$ cat src/rtl/pipeline_hazard_ctrl_if.sv
// Signal bundle between the pipeline datapath and the hazard controller.
// The controller attaches through the slave modport, the datapath through master.
interface pipeline_hazard_ctrl_if;
    logic [4:0]  IFID_Rs;
    logic [4:0]  IFID_Rt;
    logic        ID_UsesRt;
    logic        IDEX_MemRead;
    logic [4:0]  IDEX_Rt;
    logic        BranchTaken;
    logic        MulStart;
    logic        ExtStall;

    logic        PCWrite;
    logic        IFIDWrite;
    logic        IFIDFlush;
    logic        IDEXWrite;
    logic        IDEXFlush;
    logic        Busy;
    logic [31:0] StallCount;
    logic [31:0] FlushCount;

    modport master (
        output IFID_Rs, IFID_Rt, ID_UsesRt, IDEX_MemRead, IDEX_Rt,
               BranchTaken, MulStart, ExtStall,
        input  PCWrite, IFIDWrite, IFIDFlush, IDEXWrite, IDEXFlush,
               Busy, StallCount, FlushCount
    );

    modport slave (
        input  IFID_Rs, IFID_Rt, ID_UsesRt, IDEX_MemRead, IDEX_Rt,
               BranchTaken, MulStart, ExtStall,
        output PCWrite, IFIDWrite, IFIDFlush, IDEXWrite, IDEXFlush,
               Busy, StallCount, FlushCount
    );
endinterface

$ cat src/rtl/pipeline_hazard_ctrl.sv
// Hazard controller for a 5-stage pipeline: load-use stalls, branch flushes,
// multi-cycle multiply hold and external freeze. Define HAZARD_STATS_EN for stall/flush counters.
module pipeline_hazard_ctrl #(
    parameter int MUL_LAT = 4
) (
    input  logic                  Clk,
    input  logic                  Rst,
    pipeline_hazard_ctrl_if.slave hz
);

    typedef enum logic {
        RUN      = 1'b0,
        MUL_WAIT = 1'b1
    } state_e;

    // Cnt counts the wait cycles still owed after the issuing RUN cycle.
    localparam logic [3:0] MUL_LOAD = 4'(MUL_LAT - 2);

    state_e     r_state;
    logic [3:0] r_cnt;

    logic w_loadUse;
    logic w_pcWrite;
    logic w_ifidWrite;
    logic w_ifidFlush;
    logic w_idexWrite;
    logic w_idexFlush;
    logic w_busy;

    assign w_loadUse = hz.IDEX_MemRead && (hz.IDEX_Rt != 5'd0) &&
                       ((hz.IDEX_Rt == hz.IFID_Rs) ||
                        (hz.ID_UsesRt && (hz.IDEX_Rt == hz.IFID_Rt)));

    always_ff @(posedge Clk) begin
        if (Rst) begin
            r_state <= RUN;
            r_cnt   <= 4'd0;
        end else if (!hz.ExtStall) begin
            case (r_state)
                RUN: begin
                    if (!hz.BranchTaken && !w_loadUse && hz.MulStart) begin
                        r_state <= MUL_WAIT;
                        r_cnt   <= MUL_LOAD;
                    end
                end
                MUL_WAIT: begin
                    if (r_cnt == 4'd0) begin
                        r_state <= RUN;
                    end else begin
                        r_cnt <= r_cnt - 4'd1;
                    end
                end
                default: begin
                    r_state <= RUN;
                    r_cnt   <= 4'd0;
                end
            endcase
        end
    end

    always_comb begin
        w_pcWrite   = 1'b1;
        w_ifidWrite = 1'b1;
        w_idexWrite = 1'b1;
        w_ifidFlush = 1'b0;
        w_idexFlush = 1'b0;
        w_busy      = 1'b0;
        if (Rst) begin
            w_pcWrite   = 1'b0;
            w_ifidWrite = 1'b0;
            w_idexWrite = 1'b0;
            w_ifidFlush = 1'b1;
            w_idexFlush = 1'b1;
        end else if (r_state == MUL_WAIT) begin
            w_pcWrite   = 1'b0;
            w_ifidWrite = 1'b0;
            w_idexWrite = 1'b0;
            w_busy      = 1'b1;
        end else if (hz.ExtStall) begin
            w_pcWrite   = 1'b0;
            w_ifidWrite = 1'b0;
            w_idexWrite = 1'b0;
        end else if (hz.BranchTaken) begin
            w_ifidFlush = 1'b1;
            w_idexFlush = 1'b1;
        end else if (w_loadUse) begin
            w_pcWrite   = 1'b0;
            w_ifidWrite = 1'b0;
            w_idexFlush = 1'b1;
        end
    end

    assign hz.PCWrite   = w_pcWrite;
    assign hz.IFIDWrite = w_ifidWrite;
    assign hz.IFIDFlush = w_ifidFlush;
    assign hz.IDEXWrite = w_idexWrite;
    assign hz.IDEXFlush = w_idexFlush;
    assign hz.Busy      = w_busy;

`ifdef HAZARD_STATS_EN
    logic [31:0] r_stallCount;
    logic [31:0] r_flushCount;
    logic        w_countStall;
    logic        w_countFlush;

    // Freeze cycles are not hazards, so they never count as stalls.
    assign w_countStall = !hz.ExtStall && !w_pcWrite;
    assign w_countFlush = (r_state == RUN) && !hz.ExtStall && hz.BranchTaken;

    always_ff @(posedge Clk) begin
        if (Rst) begin
            r_stallCount <= 32'd0;
            r_flushCount <= 32'd0;
        end else begin
            if (w_countStall && (r_stallCount != 32'hFFFF_FFFF)) begin
                r_stallCount <= r_stallCount + 32'd1;
            end
            if (w_countFlush && (r_flushCount != 32'hFFFF_FFFF)) begin
                r_flushCount <= r_flushCount + 32'd1;
            end
        end
    end

    assign hz.StallCount = r_stallCount;
    assign hz.FlushCount = r_flushCount;
`else
    assign hz.StallCount = 32'd0;
    assign hz.FlushCount = 32'd0;
`endif

endmodule

$ cat src/flat_wrapper.sv
// flat-port wrapper written by rule: the top's interface ports become plain ports
module pipeline_hazard_ctrl_flat 
#(
    parameter int MUL_LAT = 4
)
  (Clk, Rst, hz_IFID_Rs, hz_IFID_Rt, hz_ID_UsesRt, hz_IDEX_MemRead, hz_IDEX_Rt, hz_BranchTaken, hz_MulStart, hz_ExtStall, hz_PCWrite, hz_IFIDWrite, hz_IFIDFlush, hz_IDEXWrite, hz_IDEXFlush, hz_Busy, hz_StallCount, hz_FlushCount);
  pipeline_hazard_ctrl_if hz_i ();
  input  logic Clk;
  input  logic Rst;
  input wire logic [$bits(hz_i.IFID_Rs)-1:0] hz_IFID_Rs;
  input wire logic [$bits(hz_i.IFID_Rt)-1:0] hz_IFID_Rt;
  input wire logic [$bits(hz_i.ID_UsesRt)-1:0] hz_ID_UsesRt;
  input wire logic [$bits(hz_i.IDEX_MemRead)-1:0] hz_IDEX_MemRead;
  input wire logic [$bits(hz_i.IDEX_Rt)-1:0] hz_IDEX_Rt;
  input wire logic [$bits(hz_i.BranchTaken)-1:0] hz_BranchTaken;
  input wire logic [$bits(hz_i.MulStart)-1:0] hz_MulStart;
  input wire logic [$bits(hz_i.ExtStall)-1:0] hz_ExtStall;
  output wire logic [$bits(hz_i.PCWrite)-1:0] hz_PCWrite;
  output wire logic [$bits(hz_i.IFIDWrite)-1:0] hz_IFIDWrite;
  output wire logic [$bits(hz_i.IFIDFlush)-1:0] hz_IFIDFlush;
  output wire logic [$bits(hz_i.IDEXWrite)-1:0] hz_IDEXWrite;
  output wire logic [$bits(hz_i.IDEXFlush)-1:0] hz_IDEXFlush;
  output wire logic [$bits(hz_i.Busy)-1:0] hz_Busy;
  output wire logic [$bits(hz_i.StallCount)-1:0] hz_StallCount;
  output wire logic [$bits(hz_i.FlushCount)-1:0] hz_FlushCount;
  assign hz_i.IFID_Rs = hz_IFID_Rs;
  assign hz_i.IFID_Rt = hz_IFID_Rt;
  assign hz_i.ID_UsesRt = hz_ID_UsesRt;
  assign hz_i.IDEX_MemRead = hz_IDEX_MemRead;
  assign hz_i.IDEX_Rt = hz_IDEX_Rt;
  assign hz_i.BranchTaken = hz_BranchTaken;
  assign hz_i.MulStart = hz_MulStart;
  assign hz_i.ExtStall = hz_ExtStall;
  assign hz_PCWrite = hz_i.PCWrite;
  assign hz_IFIDWrite = hz_i.IFIDWrite;
  assign hz_IFIDFlush = hz_i.IFIDFlush;
  assign hz_IDEXWrite = hz_i.IDEXWrite;
  assign hz_IDEXFlush = hz_i.IDEXFlush;
  assign hz_Busy = hz_i.Busy;
  assign hz_StallCount = hz_i.StallCount;
  assign hz_FlushCount = hz_i.FlushCount;
  pipeline_hazard_ctrl #(.MUL_LAT(MUL_LAT)) u_core (.Clk(Clk), .Rst(Rst), .hz(hz_i));
endmodule
$ cat config.mk
export PLATFORM = sky130hd
export DESIGN_NAME = pipeline_hazard_ctrl_flat
export DESIGN_NICKNAME = d
export VERILOG_FILES = /design/src/rtl/pipeline_hazard_ctrl_if.sv /design/src/rtl/pipeline_hazard_ctrl.sv /design/src/flat_wrapper.sv
export SDC_FILE = /design/constraint.sdc
export NUM_CORES = 1
export LEC_CHECK = 0
export CORE_MARGIN = 2
export CORE_UTILIZATION = 27
export CTS_BUF_LIST = sky130_fd_sc_hd__clkbuf_2 sky130_fd_sc_hd__clkbuf_4 sky130_fd_sc_hd__clkbuf_8
export CTS_CLUSTER_DIAMETER = 50
export DETAILED_ROUTE_END_ITERATION = 10
export PLACE_DENSITY = 0.73
export SYNTH_ARGS = -nofsm -noshare
export SYNTH_HDL_FRONTEND = slang
export SYNTH_SLANG_ARGS = --single-unit
$ cat constraint.sdc
create_clock -name Clk -period 3.3 [get_ports Clk]
set_input_delay 0.99 -clock Clk [delete_from_list [all_inputs] [get_ports Clk]]
set_output_delay 0.99 -clock Clk [all_outputs]
set_load 0.01 [all_outputs]
Word level (Yosys, flattened, before mapping)
Cells that the tools add are included.

operators by class
  add/sub/neg operators = 1
  $mul = 0
  divide/modulo/power cells = 0
  order comparisons = 0
  eq/ne operators = 4
  shift operators = 0
  muxes and demuxes = 25
  bitwise operators = 2
  reductions and logical operators = 11

operators by type and width
  cell                   number
  $mux W1                21
  $eq A5 B5 Y1           2
  $mux W4                2
  $pmux W4 S2            1
  $logic_and A1 B1 Y1    5
  $reduce_bool A5 Y1     1
  $logic_not A4 Y1       1
  $sub A4 B1 Y4 const B  1
  $reduce_and A3 Y1      1
  $logic_not A1 Y1       2
  $ne A2 B1 Y1 const B   1
  $ne A2 B2 Y1 const B   1
  $not A1 Y1             2
  $pmux W1 S2            1
  $logic_or A1 B1 Y1     1

word-level totals
  register bits after elaboration = 5
  latch bits = 0
  RAM bits = 0
  memory bits (read-only) = 0
  input bits = 22
  output and inout port bits = 70
  word-level logic and storage cells = 45
  memories kept = 0

Longest topological paths before layout
  word-level depth = 9
  depth in mapped cells = 7

Worst setup path before layout
No wires, ideal clock.

  path type = in2out
  from = in hz_IDEX_Rt[0]
  to = out hz_PCWrite
  arrival time = 2.080 ns
  setup slack = 0.230 ns
  stages = 5
  buffers on the path = 1
  cells stage by stage = or4_4 o21ai_4 nand2b_1 o21a_1 buf_4

on the way
  longest elaborated chain between the ends = 9

ends and longest elaborated chain
  what                       RTL line                    source
  start, declared            flat_wrapper.sv:14          input wire logic [$bits(hz_i.IDEX_Rt)-1:0] hz_IDEX_Rt;
  $eq A5 B5 Y1               pipeline_hazard_ctrl.sv:32  (hz.ID_UsesRt && (hz.IDEX_Rt == hz.IFID_Rt)));
  $logic_and A1 B1 Y1        pipeline_hazard_ctrl.sv:32
  $logic_or A1 B1 Y1         pipeline_hazard_ctrl.sv:31  ((hz.IDEX_Rt == hz.IFID_Rs) ||
  $logic_and A1 B1 Y1 (*)    pipeline_hazard_ctrl.sv:30  assign w_loadUse = hz.IDEX_MemRead && (hz.IDEX_Rt != 5'd0) &&
  $mux W1 (*) (5 in series)  --
  end, declared              flat_wrapper.sv:18          output wire logic [$bits(hz_i.PCWrite)-1:0] hz_PCWrite;

Mark *: on every way between the ends. The rest lies on a longest branch, timed or not.

Worst setup path after layout
  from = in hz_IDEX_Rt[0]
  to = out hz_PCWrite

on the way
  longest elaborated chain between the ends = 9

ends and longest elaborated chain
  what                     RTL line                    source
  $eq A5 B5 Y1             pipeline_hazard_ctrl.sv:32
  $logic_and A1 B1 Y1      pipeline_hazard_ctrl.sv:32
  $logic_or A1 B1 Y1       pipeline_hazard_ctrl.sv:31
  $logic_and A1 B1 Y1 (*)  pipeline_hazard_ctrl.sv:30
  $mux W1 (*)              pipeline_hazard_ctrl.sv:86  end else if (w_loadUse) begin
  $mux W1 (*)              pipeline_hazard_ctrl.sv:83  end else if (hz.BranchTaken) begin
  $mux W1 (*)              pipeline_hazard_ctrl.sv:79  end else if (hz.ExtStall) begin
  $mux W1 (*)              pipeline_hazard_ctrl.sv:74  end else if (r_state == MUL_WAIT) begin
  $mux W1 (*)              pipeline_hazard_ctrl.sv:68  if (Rst) begin

Marks and branches as above.

==> flow_summary.json <==
{
  "outcome": "complete, no violations",
  "postCtsHoldBufs": 0,
  "ff_latch_area_um2": 100,
  "portBuffers": 27,
  "vias": 752,
  "cts_buffer_depth": 2,
  "crit_fanout": 3,
  "synthArstFlopShare_pct": 0,
  "coreArea_um2": 3420,
  "layout_min_cycle_time_ns": 3.25,
  "cp.arrival_ns": 2.26,
  "cellPowerDensity_nw_per_um2": 224,
  "cts_tree": "yes",
  "synth_top_cells_by_area": "buf_4 (49%), dfxtp_1 (10%), xnor2_1 (8.9%)",
  "crit_required_ns": 2.31,
  "path_cells": "dlygate4sd2_1 > buf_6 > xnor2_2 > nand3_1 > o22ai_4 > nand2b_4 > o21a_1 > buf_2",
  "grt_max_degree": 9,
  "r2r_cells": 6,
  "grtUsageTotal_pct": 7.34,
  "fillers": 383,
  "grt_pass1_vias": 581,
  "synth_top_area_share_pct": 49.5,
  "grt_pass1_wl_um": 2420,
  "yosys_warnings": 0,
  "finalNetCount": 191,
  "drive_gt1_share_pct": 19.8,
  "avgSynthCellArea_um2": 7.82,
  "drc": 0,
  "synth.most_common_cell": "buf_4",
  "antenna_found_initial": 0,
  "synth_ff_type": "dfxtp_1",
  "hp-class": "reg2reg",
  "overflow": 0,
  "setup_viol": 0,
  "viasPerCell": 3.53,
  "start_util_pct": 28.9,
  "area_delta_synth_final_pct": 23.1,
  "synth_area_um2": 986,
  "diodes": 0,
  "drv_slew": 0,
  "hold_viol": 0,
  "drtAntennaViolNets": 0,
  "clock_sinks": 5,
  "skew_ns": 0.000873,
  "dr.pass1.iters": 4,
  "routabilityCongestion": 0.736,
  "ys_top_cells_by_count": "buf_4 (65), xnor2_1 (10), nand2_1 (8), dfxtp_1 (5), nor3_1 (4)",
  "die_y_um": 64.4,
  "ys_types": 33,
  "whs_ns": 0.501,
  "irDropWorstVdd_mv": 0.0738,
  "wirelength_um": 1800,
  "multi_input_area_um2": 662,
  "drt_iter0_markers": 8,
  "critical_path_class": "in2out",
  "cts_root_buffer": "clkbuf_4",
  "worstSetupEndpointType": "primary output",
  "row_count": 21,
  "yosysSeqAreaShare_pct": 10.2,
  "critical_path.slowest_cell": "dlygate4sd2_1",
  "hpwlAfterDp_um": 1490,
  "ys_ff_latch": 5,
  "min_path_cells": 2,
  "fin_area_um2": 1210,
  "timing.final.crit_share_pct": 98.6,
  "post_drt_wl_per_cell_um": 8.47,
  "cts_made_buffers": 3,
  "p_leak_nw": 0.650,
  "synth_largest_area_cell": "buf_4",
  "synth_edf_count": 0,
  "cpPeakStageDelay_ns": 0.25,
  "die_w_um": 64.4,
  "maxCapViolCount": 0,
  "max_freq_mhz": 307,
  "pin_count": 92,
  "placed_area_um2": 1130,
  "clk_pin_slew_ns": 0.04,
  "die_area_um2": 4150,
  "worstSkewPairLatency_ns": 0.24,
  "synthCells": 126,
  "start_kind": "primary input",
  "cts_max_level": 1
}
==> worst paths after layout <==
path	startpoint	endpoint	slack, ns
worst min-delay path	u_core.r_cnt[1]	u_core.r_cnt[1]	0.50
worst max register to register	u_core.r_cnt[0]	u_core.r_cnt[3]	1.56
worst min register to register	u_core.r_cnt[1]	u_core.r_cnt[1]	0.50
worst max-delay path	hz_IDEX_Rt[0]	hz_PCWrite	0.05
==> where the power goes <==
part | total, mW | switching [mW] | internal, mW
combinational | 0.127 | 0.0714 | 0.0552
sequential | 0.0655 | 0.00262 | 0.0628
clock | 0.0801 | 0.0261 | 0.0540
==> metrics by stage <==
stage                     setup WS [ns]  cells  power, mW  util, %   TNS (ns)
after global placement           -0.565    207      0.187     33.2      -1.84
after CTS                     -0.000395    212      0.269     34.4  -0.000395
after detailed placement         -0.586    207      0.189     33.2      -1.92
after global routing            -0.0102    213      0.290     35.5    -0.0212
final                            0.0475    213      0.272     35.5          0
after floorplan                   0.230    189      0.192        -          0
==> kinds of logic after synthesis <==
| kind of cell | synth area share [%] |
|---|---|
| DFF | 10.2 |
| and+or+nand+nor | 15.1 |
| buffers and inverters | 51.8 |
| adders and majority gates | 1.27 |
| AOI/OAI and AO/OA | 11.5 |
| xor gates and xnor gates | 9.77 |
| other | 0.380 |
==> registers in the layout, summed over array words and instances (netlist names) <==
register,flops
u_core.r_cnt,4
u_core.r_state,1
==> final cells by class <==
class,instances,share of cell area (%)
inverters,3,0.928
flip-flops and latches,5,8.25
well taps,46,4.74
clock buffers,4,2.47
multi-input cells,115,54.5
repair buffers,40,29.1
==> critical path, delay by kind of cell <==
family	cells	cell delay, ns
simple gates	2	0.20
compound gates	2	0.41
xor+xnor	1	0.15
buf+inv	3	0.52
==> timing repair <==
item	in CTS	in global routing
gates resized for setup	32	7
endpoints found under the setup margin	5	4
buffers inserted	1	1
pin swaps	13	8
==> metal layers <==
metal	share of wire, %	GRT usage [%]	vias to the layer above	wire, um
met5	0	0	-	0
met4	1.1	2.39	0	19
met3	11	2.60	3	203
met2	54	13.3	57	976
met1	33	7.92	329	604
li1	-	-	363	-
==> cell usage in the layout, fill, tap and decap left out, types with 2 or more instances in the layout <==
cell / count
conb_1: 64
buf_4: 12
dlygate4sd2_1: 11
nand2_1: 8
clkdlybuf4s50_1: 7
xnor2_1: 6
dfxtp_1: 5
xnor2_2: 4
clkbuf_4: 4
dlymetal6s2s_1: 4
inv_1: 3
nor3_1: 3
buf_2: 3
nand3_1: 2
nor2_1: 2
a31oi_1: 2
a41o_1: 2
clkdlybuf4s15_1: 2
No activity file was read; power rests on OpenSTA's default activity.
